===== config.mk =====
export PLATFORM = sky130hd
export DESIGN_NAME = itof_pipe
export DESIGN_NICKNAME = d
export VERILOG_FILES = /design/src/rtl/itof_pkg.sv /design/src/rtl/itof_lzc.sv /design/src/rtl/itof_pipe.sv
export SDC_FILE = /design/constraint.sdc
export NUM_CORES = 1
export LEC_CHECK = 0
export ABC_AREA = 1
export CAP_MARGIN = 10
export CELL_PAD_IN_SITES_DETAIL_PLACEMENT = 0
export CELL_PAD_IN_SITES_GLOBAL_PLACEMENT = 2
export CORE_MARGIN = 3
export CORE_UTILIZATION = 30
export CTS_BUF_LIST = sky130_fd_sc_hd__clkbuf_16
export DETAILED_ROUTE_END_ITERATION = 8
export PLACE_DENSITY = 0.85
export RECOVER_POWER = 100
export SKIP_CTS_REPAIR_TIMING = 1
export SLEW_MARGIN = 20
export SYNTH_ARGS = -nofsm -noshare
export SYNTH_HDL_FRONTEND = slang
export SYNTH_HIERARCHICAL = 1
export SYNTH_SLANG_ARGS = --single-unit

===== constraint.sdc =====
create_clock -name clk -period 5.3 [get_ports clk]
set_input_delay 0.795 -clock clk [delete_from_list [all_inputs] [get_ports clk]]
set_output_delay 0.795 -clock clk [all_outputs]
set_load 0.01 [all_outputs]

===== src/rtl/itof_pkg.sv =====
// itof_pkg: binary32 field constants and the result payload shared by the itof_pipe converter.
// The sticky field exists only when ITOF_INEXACT_EN is defined.
package itof_pkg;

    localparam int SIGN_W = 1;
    localparam int EXP_W  = 8;
    localparam int MAN_W  = 23;
    localparam int BIAS   = 127;

    // The tag rides in a parallel register because its width is a per-instance parameter.
    typedef struct packed {
        logic [SIGN_W-1:0] sign;
        logic [EXP_W-1:0]  exponent;
        logic [MAN_W-1:0]  mantissa;
`ifdef ITOF_INEXACT_EN
        logic              sticky;
`endif
    } result_t;

    function automatic int lzc_width(input int w);
        return $clog2(w + 1);
    endfunction

endpackage


===== src/rtl/itof_lzc.sv =====
// itof_lzc: leading-zero counter over W bits; an all-zero input reports W and raises zero.
module itof_lzc
    import itof_pkg::*;
#(
    parameter  int W  = 32,
    localparam int CW = lzc_width(W)
) (
    input  logic [W-1:0]  d,
    output logic [CW-1:0] cnt,
    output logic          zero
);

    // Scanning upward lets the highest set bit win.
    always_comb begin
        cnt  = CW'(W);
        zero = (d == '0);
        for (int i = 0; i < W; i++) begin
            if (d[i]) begin
                cnt = CW'(W - 1 - i);
            end
        end
    end

endmodule


===== src/rtl/itof_pipe.sv =====
// itof_pipe: elastic IW-bit integer to binary32 converter, RNE rounding, 1..3 register stages.
// Defining ITOF_INEXACT_EN adds out_inexact and carries the sticky bit through the output stage.
module itof_pipe
    import itof_pkg::*;
#(
    parameter int IW     = 32,
    parameter int NSTAGE = 2,
    parameter int TAGW   = 4
) (
    input  logic            clk,
    input  logic            rst,
    input  logic            in_valid,
    output logic            in_ready,
    input  logic [IW-1:0]   in_data,
    input  logic            in_signed,
    input  logic [TAGW-1:0] in_tag,
    output logic            out_valid,
    input  logic            out_ready,
    output logic [31:0]     out_data,
    output logic [TAGW-1:0] out_tag
`ifdef ITOF_INEXACT_EN
    ,
    output logic            out_inexact
`endif
);

    localparam int LZW     = lzc_width(IW);
    localparam int NW      = (IW < MAN_W + 3) ? MAN_W + 3 : IW;
    localparam int PAD     = NW - IW;
    localparam int OUT_STG = NSTAGE - 1;

    logic [NSTAGE-1:0] v_q;
    logic [NSTAGE-1:0] v_d;
    logic [NSTAGE-1:0] ready;
    logic [NSTAGE-1:0] ld;
    logic              rdy_acc;

    // A stage is ready when it is empty or everything below it can drain this cycle.
    always_comb begin
        rdy_acc = out_ready;
        ready   = '0;
        for (int k = NSTAGE - 1; k >= 0; k--) begin
            rdy_acc  = ~v_q[k] | rdy_acc;
            ready[k] = rdy_acc;
        end
        ld     = '0;
        v_d    = v_q;
        ld[0]  = ready[0] & in_valid;
        v_d[0] = ready[0] ? in_valid : v_q[0];
        for (int k = 1; k < NSTAGE; k++) begin
            ld[k]  = ready[k] & v_q[k-1];
            v_d[k] = ready[k] ? v_q[k-1] : v_q[k];
        end
    end

    logic          a_sign;
    logic [IW-1:0] a_mag;

    always_comb begin
        a_sign = in_signed & in_data[IW-1];
        a_mag  = a_sign ? (~in_data + IW'(1)) : in_data;
    end

    logic            bi_sign;
    logic [IW-1:0]   bi_mag;
    logic [TAGW-1:0] bi_tag;

    if (NSTAGE == 3) begin : g_reg_a
        logic            ra_sign_q, ra_sign_d;
        logic [IW-1:0]   ra_mag_q, ra_mag_d;
        logic [TAGW-1:0] ra_tag_q, ra_tag_d;

        always_comb begin
            ra_sign_d = ra_sign_q;
            ra_mag_d  = ra_mag_q;
            ra_tag_d  = ra_tag_q;
            if (ld[0]) begin
                ra_sign_d = a_sign;
                ra_mag_d  = a_mag;
                ra_tag_d  = in_tag;
            end
        end

        always_ff @(posedge clk) begin
            if (rst) begin
                ra_sign_q <= 1'b0;
                ra_mag_q  <= '0;
                ra_tag_q  <= '0;
            end else begin
                ra_sign_q <= ra_sign_d;
                ra_mag_q  <= ra_mag_d;
                ra_tag_q  <= ra_tag_d;
            end
        end

        assign bi_sign = ra_sign_q;
        assign bi_mag  = ra_mag_q;
        assign bi_tag  = ra_tag_q;
    end else begin : g_pass_a
        assign bi_sign = a_sign;
        assign bi_mag  = a_mag;
        assign bi_tag  = in_tag;
    end

    logic [LZW-1:0]   b_lz;
    logic             b_zero;
    logic [IW-1:0]    b_norm;
    logic [EXP_W-1:0] b_exp;

    itof_lzc #(.W(IW)) u_lzc (
        .d    (bi_mag),
        .cnt  (b_lz),
        .zero (b_zero)
    );

    // A zero operand gets a zero exponent here so stage C needs no separate zero path.
    always_comb begin
        b_norm = bi_mag << b_lz;
        b_exp  = b_zero ? '0 : (EXP_W'(BIAS + IW - 1) - EXP_W'(b_lz));
    end

    logic             ci_sign;
    logic [EXP_W-1:0] ci_exp;
    logic [IW-1:0]    ci_norm;
    logic [TAGW-1:0]  ci_tag;

    if (NSTAGE >= 2) begin : g_reg_b
        logic             rb_sign_q, rb_sign_d;
        logic [EXP_W-1:0] rb_exp_q, rb_exp_d;
        logic [IW-1:0]    rb_norm_q, rb_norm_d;
        logic [TAGW-1:0]  rb_tag_q, rb_tag_d;

        always_comb begin
            rb_sign_d = rb_sign_q;
            rb_exp_d  = rb_exp_q;
            rb_norm_d = rb_norm_q;
            rb_tag_d  = rb_tag_q;
            if (ld[NSTAGE-2]) begin
                rb_sign_d = bi_sign;
                rb_exp_d  = b_exp;
                rb_norm_d = b_norm;
                rb_tag_d  = bi_tag;
            end
        end

        always_ff @(posedge clk) begin
            if (rst) begin
                rb_sign_q <= 1'b0;
                rb_exp_q  <= '0;
                rb_norm_q <= '0;
                rb_tag_q  <= '0;
            end else begin
                rb_sign_q <= rb_sign_d;
                rb_exp_q  <= rb_exp_d;
                rb_norm_q <= rb_norm_d;
                rb_tag_q  <= rb_tag_d;
            end
        end

        assign ci_sign = rb_sign_q;
        assign ci_exp  = rb_exp_q;
        assign ci_norm = rb_norm_q;
        assign ci_tag  = rb_tag_q;
    end else begin : g_pass_b
        assign ci_sign = bi_sign;
        assign ci_exp  = b_exp;
        assign ci_norm = b_norm;
        assign ci_tag  = bi_tag;
    end

    logic [NW-1:0]    c_ext;
    logic [MAN_W-1:0] c_frac;
    logic [MAN_W-1:0] c_man;
    logic             c_guard;
    logic             c_sticky;
    logic             c_up;
    logic             c_carry;
    result_t          res_q, res_d;
    logic [TAGW-1:0]  res_tag_q, res_tag_d;

    // Narrow operands are padded on the right so guard/sticky land in fixed positions and read zero.
    always_comb begin
        c_ext    = NW'(ci_norm) << PAD;
        c_frac   = c_ext[NW-2 -: MAN_W];
        c_guard  = c_ext[NW-MAN_W-2];
        c_sticky = |c_ext[NW-MAN_W-3:0];
        c_up     = c_guard & (c_sticky | c_frac[0]);
        {c_carry, c_man} = {1'b0, c_frac} + (MAN_W + 1)'(c_up);

        res_d     = res_q;
        res_tag_d = res_tag_q;
        if (ld[OUT_STG]) begin
            res_d.sign     = ci_sign & c_ext[NW-1];
            res_d.exponent = c_carry ? (ci_exp + EXP_W'(1)) : ci_exp;
            res_d.mantissa = c_man;
`ifdef ITOF_INEXACT_EN
            res_d.sticky   = c_guard | c_sticky;
`endif
            res_tag_d      = ci_tag;
        end
    end

    always_ff @(posedge clk) begin
        if (rst) begin
            v_q       <= '0;
            res_q     <= '0;
            res_tag_q <= '0;
        end else begin
            v_q       <= v_d;
            res_q     <= res_d;
            res_tag_q <= res_tag_d;
        end
    end

    assign in_ready  = ready[0];
    assign out_valid = v_q[OUT_STG];
    assign out_data  = {res_q.sign, res_q.exponent, res_q.mantissa};
    assign out_tag   = res_tag_q;
`ifdef ITOF_INEXACT_EN
    assign out_inexact = res_q.sticky;
`endif

endmodule

# == Word level (Yosys, flattened, before mapping) ==
# Cells that the tools add are included.
# totals
ff_bits,83
in_bits,41
output_inout_bits,38
word_cells,63
# op_classes
addsub,4
shifts,1
n_mux,35
bitwise,11
n_reduce_logical,2
# op_table
op,n
6-bit 2-to-1 mux,32
"32-bit by 1-bit adder with 32-bit output, second input constant",1
32-bit zero test,1
32-bit 2-to-1 mux,1
32-bit NOT,1
32-bit by 6-bit left shift with 32-bit output,1
23-bit by 1-bit adder with 24-bit output,1
8-bit 2-to-1 mux,2
"8-bit by 1-bit adder with 8-bit output, second input constant",1
"8-bit by 6-bit subtractor with 8-bit output, first input constant",1
7-bit OR reduction,1
1-bit bitwise AND,5
1-bit bitwise OR,3
1-bit NOT,2

# == Longest topological paths before layout ==
# depth
ltp_word,37
mapped_depth,50

# == Hierarchy ==
# The synthesis kept the hierarchy.
# by_module_without_submodules
module,n_inst,cells_per_inst,area_each_um2,seq_area_each_um2
itof_pipe,1,1103,6441.2,1661.6
itof_lzc,1,110,481.7,0.0

# == Least setup slack after synthesis ==
# No wires, ideal clock.
# synth_path
path_type,input-to-reg
startpoint,input port in_data[0]
endpoint,"register g_reg_b.rb_norm_q[31], in the netlist c_ext[31]"
setup_time_ns,0.132
arrival_time_ns,4.155
t_required_ns,5.168
path_slack_ns,1.012
path_stages,42
path_cell_list,inv_1 > ha_1 > nand2_1 > nor2_1 > o21ai_0 > nand2_1 > bufinv_8 > nand2_1 > nand2_1 > nand2_1 > nand2_1 > nand2_1 > nand2_1 > nand2_1 > nand2_1 > nand2_1 > nand2_1 > nand2_1 > [6 not listed] > nand2_1 > nand2_1 > nand2_1 > nand2_1 > nand2_1 > nand2_1 > nand2_1 > a21oi_2 > buf_2 > buf_1 > clkbuf_1 > nand3_1 > nand3_1 > nand3_1 > nand3_1 > nand3_1 > nand2_1 > a21oi_1
# synth_rtl
item,line,text
start: declaration,itof_pipe.sv:14,"input logic [IW-1:0] in_data,"
32-bit NOT,itof_pipe.sv:61,a_mag = a_sign ? (~in_data + IW'(1)) : in_data;
32-bit by 1-bit adder with 32-bit output,itof_pipe.sv:61,
32-bit 2-to-1 mux,itof_pipe.sv:61,
net a_mag[6],itof_pipe.sv:57,logic [IW-1:0] a_mag;
6-bit 2-to-1 mux (26 in a row),itof_lzc.sv:18,if (d[i]) begin
net b_lz[0],itof_pipe.sv:105,logic [LZW-1:0] b_lz;
32-bit by 6-bit left shift with 32-bit output,itof_pipe.sv:118,b_norm = bi_mag << b_lz;
end signal: assignment,itof_pipe.sv:155,rb_norm_q <= rb_norm_d;
end: declaration,itof_pipe.sv:130,"logic [IW-1:0] rb_norm_q, rb_norm_d;"
# The timed path passes the listed nets, and every way through them passes these cells.
# A chain may end at the register's enable or synchronous reset.

# == Worst setup path in the final report ==
# layout_path
startpoint,input port in_data[0]
endpoint,"register g_reg_b.rb_norm_q[19], in the netlist c_ext[19]"
# Same word-level chain as after synthesis.

==> metrics.cfg <==
[logic_synthesis]
yosysSeqAreaShare_pct=24.0
synth-adder-area-share_pct=0.723
synthCells=1213
syn_area_per_cell_um2=5.71
synth_top_family_by_area=simple AND/OR/NAND/NOR gates
yosys.area.top_type_share_pct=24.0
synth.ff_latch_count=83
synth-simple-area-share_pct=49.6
synth_xor_area_share_pct=3.67
yosysTopAreaCell=dfxtp_1
synth_nets=1258
synth_area_leaders=dfxtp_1 (24%), nand3_1 (20%), nand2_1 (16%)
muxShareOfSynthArea_pct=0
ys.warnings.count=6
synth-compound-area-share_pct=10.5
post_synth_num_cell_types=48
synth_area_um2=6920

[final_layout]
post-route-cell-area_um2=8370
layout_commonest_cell=nand2_1
final_cell_mix=nand2_1 (303), nand3_1 (270), nor2_1 (134)
fin_cells=1560
seqCellArea_um2=1660
drive_gt1_share_pct=5.86
nNetsFinal=1321
antenna_cells=0
multi_input_area_um2=4500
fin_util_pct=37.7
syn_to_final_growth_pct=20.9
fillers=2448

[pwr]
power.leakage_nw=4.01
peakVddDrop_uv=150
p_total_mw=2.08
power_density_nw_per_um2=249

[cts]
clk_pin_slew_ns=0.06
cts_buffers=9
clk_latency_ns=0.33
clockBufferDepth=2
ctsHtreeMaxLevel=3
cts-root-buf=clkbuf_16
cts_tree=yes
cts_sinks=83

[worst_setup_path]
worst_ep_required_time_ns=5.49
startpoint_type=input port
cpMaxStageDelayCell=clkdlybuf4s50_1
cp.arrival_ns=4.93
path_class=input port to flip-flop
cpPeakStageDelay_ns=0.44
cp-end-kind=flip-flop
crit_fanout=18
cp_common_cell=nand2_1
rr_worst_depth=11

[placement]
pre_cts_slack_ns=0.224
hpwl_um=18000
place_area_um2=8070
gp_congestion=0.869
dp.cells=1542
port_buffers=78

[route]
antenna_left=0
first_pass_iters=5
remaining_drc_errors=0
wl_per_cell_um=14.6
vias=7728
viasPerCell=4.95
routed_wl_um=22800
drt_iter0_drc=534

[floorplanning]
ios=79
start_util_pct=31.1
coreArea_um2=22200
floorplan.rows=54
die_w_um=158
die_h_um=158
die_area_um2=24900

[timing]
worstMarginPinSlew_ns=2.08
setup_tns_ns=0
relSlewSlack_pct=-38.4
fin_ws_ns=0.559
finalWorstPathRequiredPeriod_ns=4.74
hold_viol=0
period_share_pct=89.5
fin_worst_skew_ns=0.00763
timing.hold.ws_ns=0.465
rsz0062_at_grt=no
setup_viol=0
slew_violations=48
fmax_mhz=211

[grt]
grt_pass1_wl_um=37400
grt_max_degree=66
gr-usage-all-layers_pct=18.4
grt_overflow_total=0
antenna_found_initial=0
grt_pass1_vias=7229

[worst_hold_path]
holdPathStages=2
hold_class=flip-flop to flip-flop

[run_status]
status=finished with violations
failed_checks=max-capacitance violations, max-slew violations

[run]
max_cap_viol_count=1

==> cells by family after synthesis <==
family | Yosys count
AOI/OAI and AO/OA | 132
adders and majority gates | 4
xor gates and xnor gates | 29
buffers and inverters | 197
and+or+nand+nor | 768
DFF | 83
==> power by group <==
part,internal [mW],switching (mW),leakage [nW]
sequential,0.683,0.0513,0.684
combinational,0.295,0.499,3.21
clock,0.310,0.243,0.122
==> Yosys cell counts, drive strengths merged <==
| cell | n |
|---|---|
| nand2 | 308 |
| nand3 | 273 |
| nor2 | 145 |
| inv | 138 |
| dfxtp | 83 |
| o21ai | 61 |
| a21oi | 49 |
| clkbuf | 31 |
| buf | 25 |
| nand4 | 15 |
| xor2 | 15 |
| xnor2 | 14 |
| nor3 | 13 |
| o211ai | 9 |
| nor4 | 7 |
| ha | 4 |
| nand3b | 3 |
| a211oi | 2 |
| a22oi | 2 |
| and2 | 2 |
| bufinv | 2 |
| o31ai | 2 |
| a21boi | 1 |
| a2bb2oi | 1 |
| a311oi | 1 |
| a31oi | 1 |
| a32oi | 1 |
| clkinv | 1 |
| nor4b | 1 |
| o21bai | 1 |
| o22ai | 1 |
| or2 | 1 |
==> state kept, by name (all words and copies together) (netlist names) <==
name      flops
c_ext        32
ci_exp        8
ci_sign       1
ci_tag        4
out_data     32
out_tag       4
v_q           2
==> per-layer routing <==
layer	vias to the layer above	wire [um]	GRT usage, %
met1	3482	11300	25.8
met3	11	668	2.13
met4	0	164	2.31
met5	-	0	0
met2	133	10700	31.3
li1	4102	-	-
==> cell type report <==
| class | instances | area share, % |
|---|---|---|
| clock buffers | 9 | 2.69 |
| well taps | 280 | 4.19 |
| clock inverters | 6 | 0.419 |
| flip-flops and latches | 83 | 19.9 |
| repair buffers | 108 | 12.3 |
| inverters | 141 | 6.68 |
| multi-input cells | 933 | 53.8 |
==> path summary, 6_finish.rpt <==
kind	startpoint	endpoint	slack, ns
setup / recovery	in_data[0]	c_ext[19]	0.56
hold / removal	c_ext[6]	c_ext[6]	0.46
setup reg to reg	v_q[1]	c_ext[20]	1.91
hold reg to reg	c_ext[6]	c_ext[6]	0.46
==> worst max-delay path: cells and delay by family <==
family                   cells  cell delay [ns]
adder cells (fa/ha/maj)      1             0.20
AO/OA/AOI/OAI                4             0.56
buffers and inverters        5             1.18
AND/OR/NAND/NOR             32             2.21
Power figures use the tool's default switching activity.
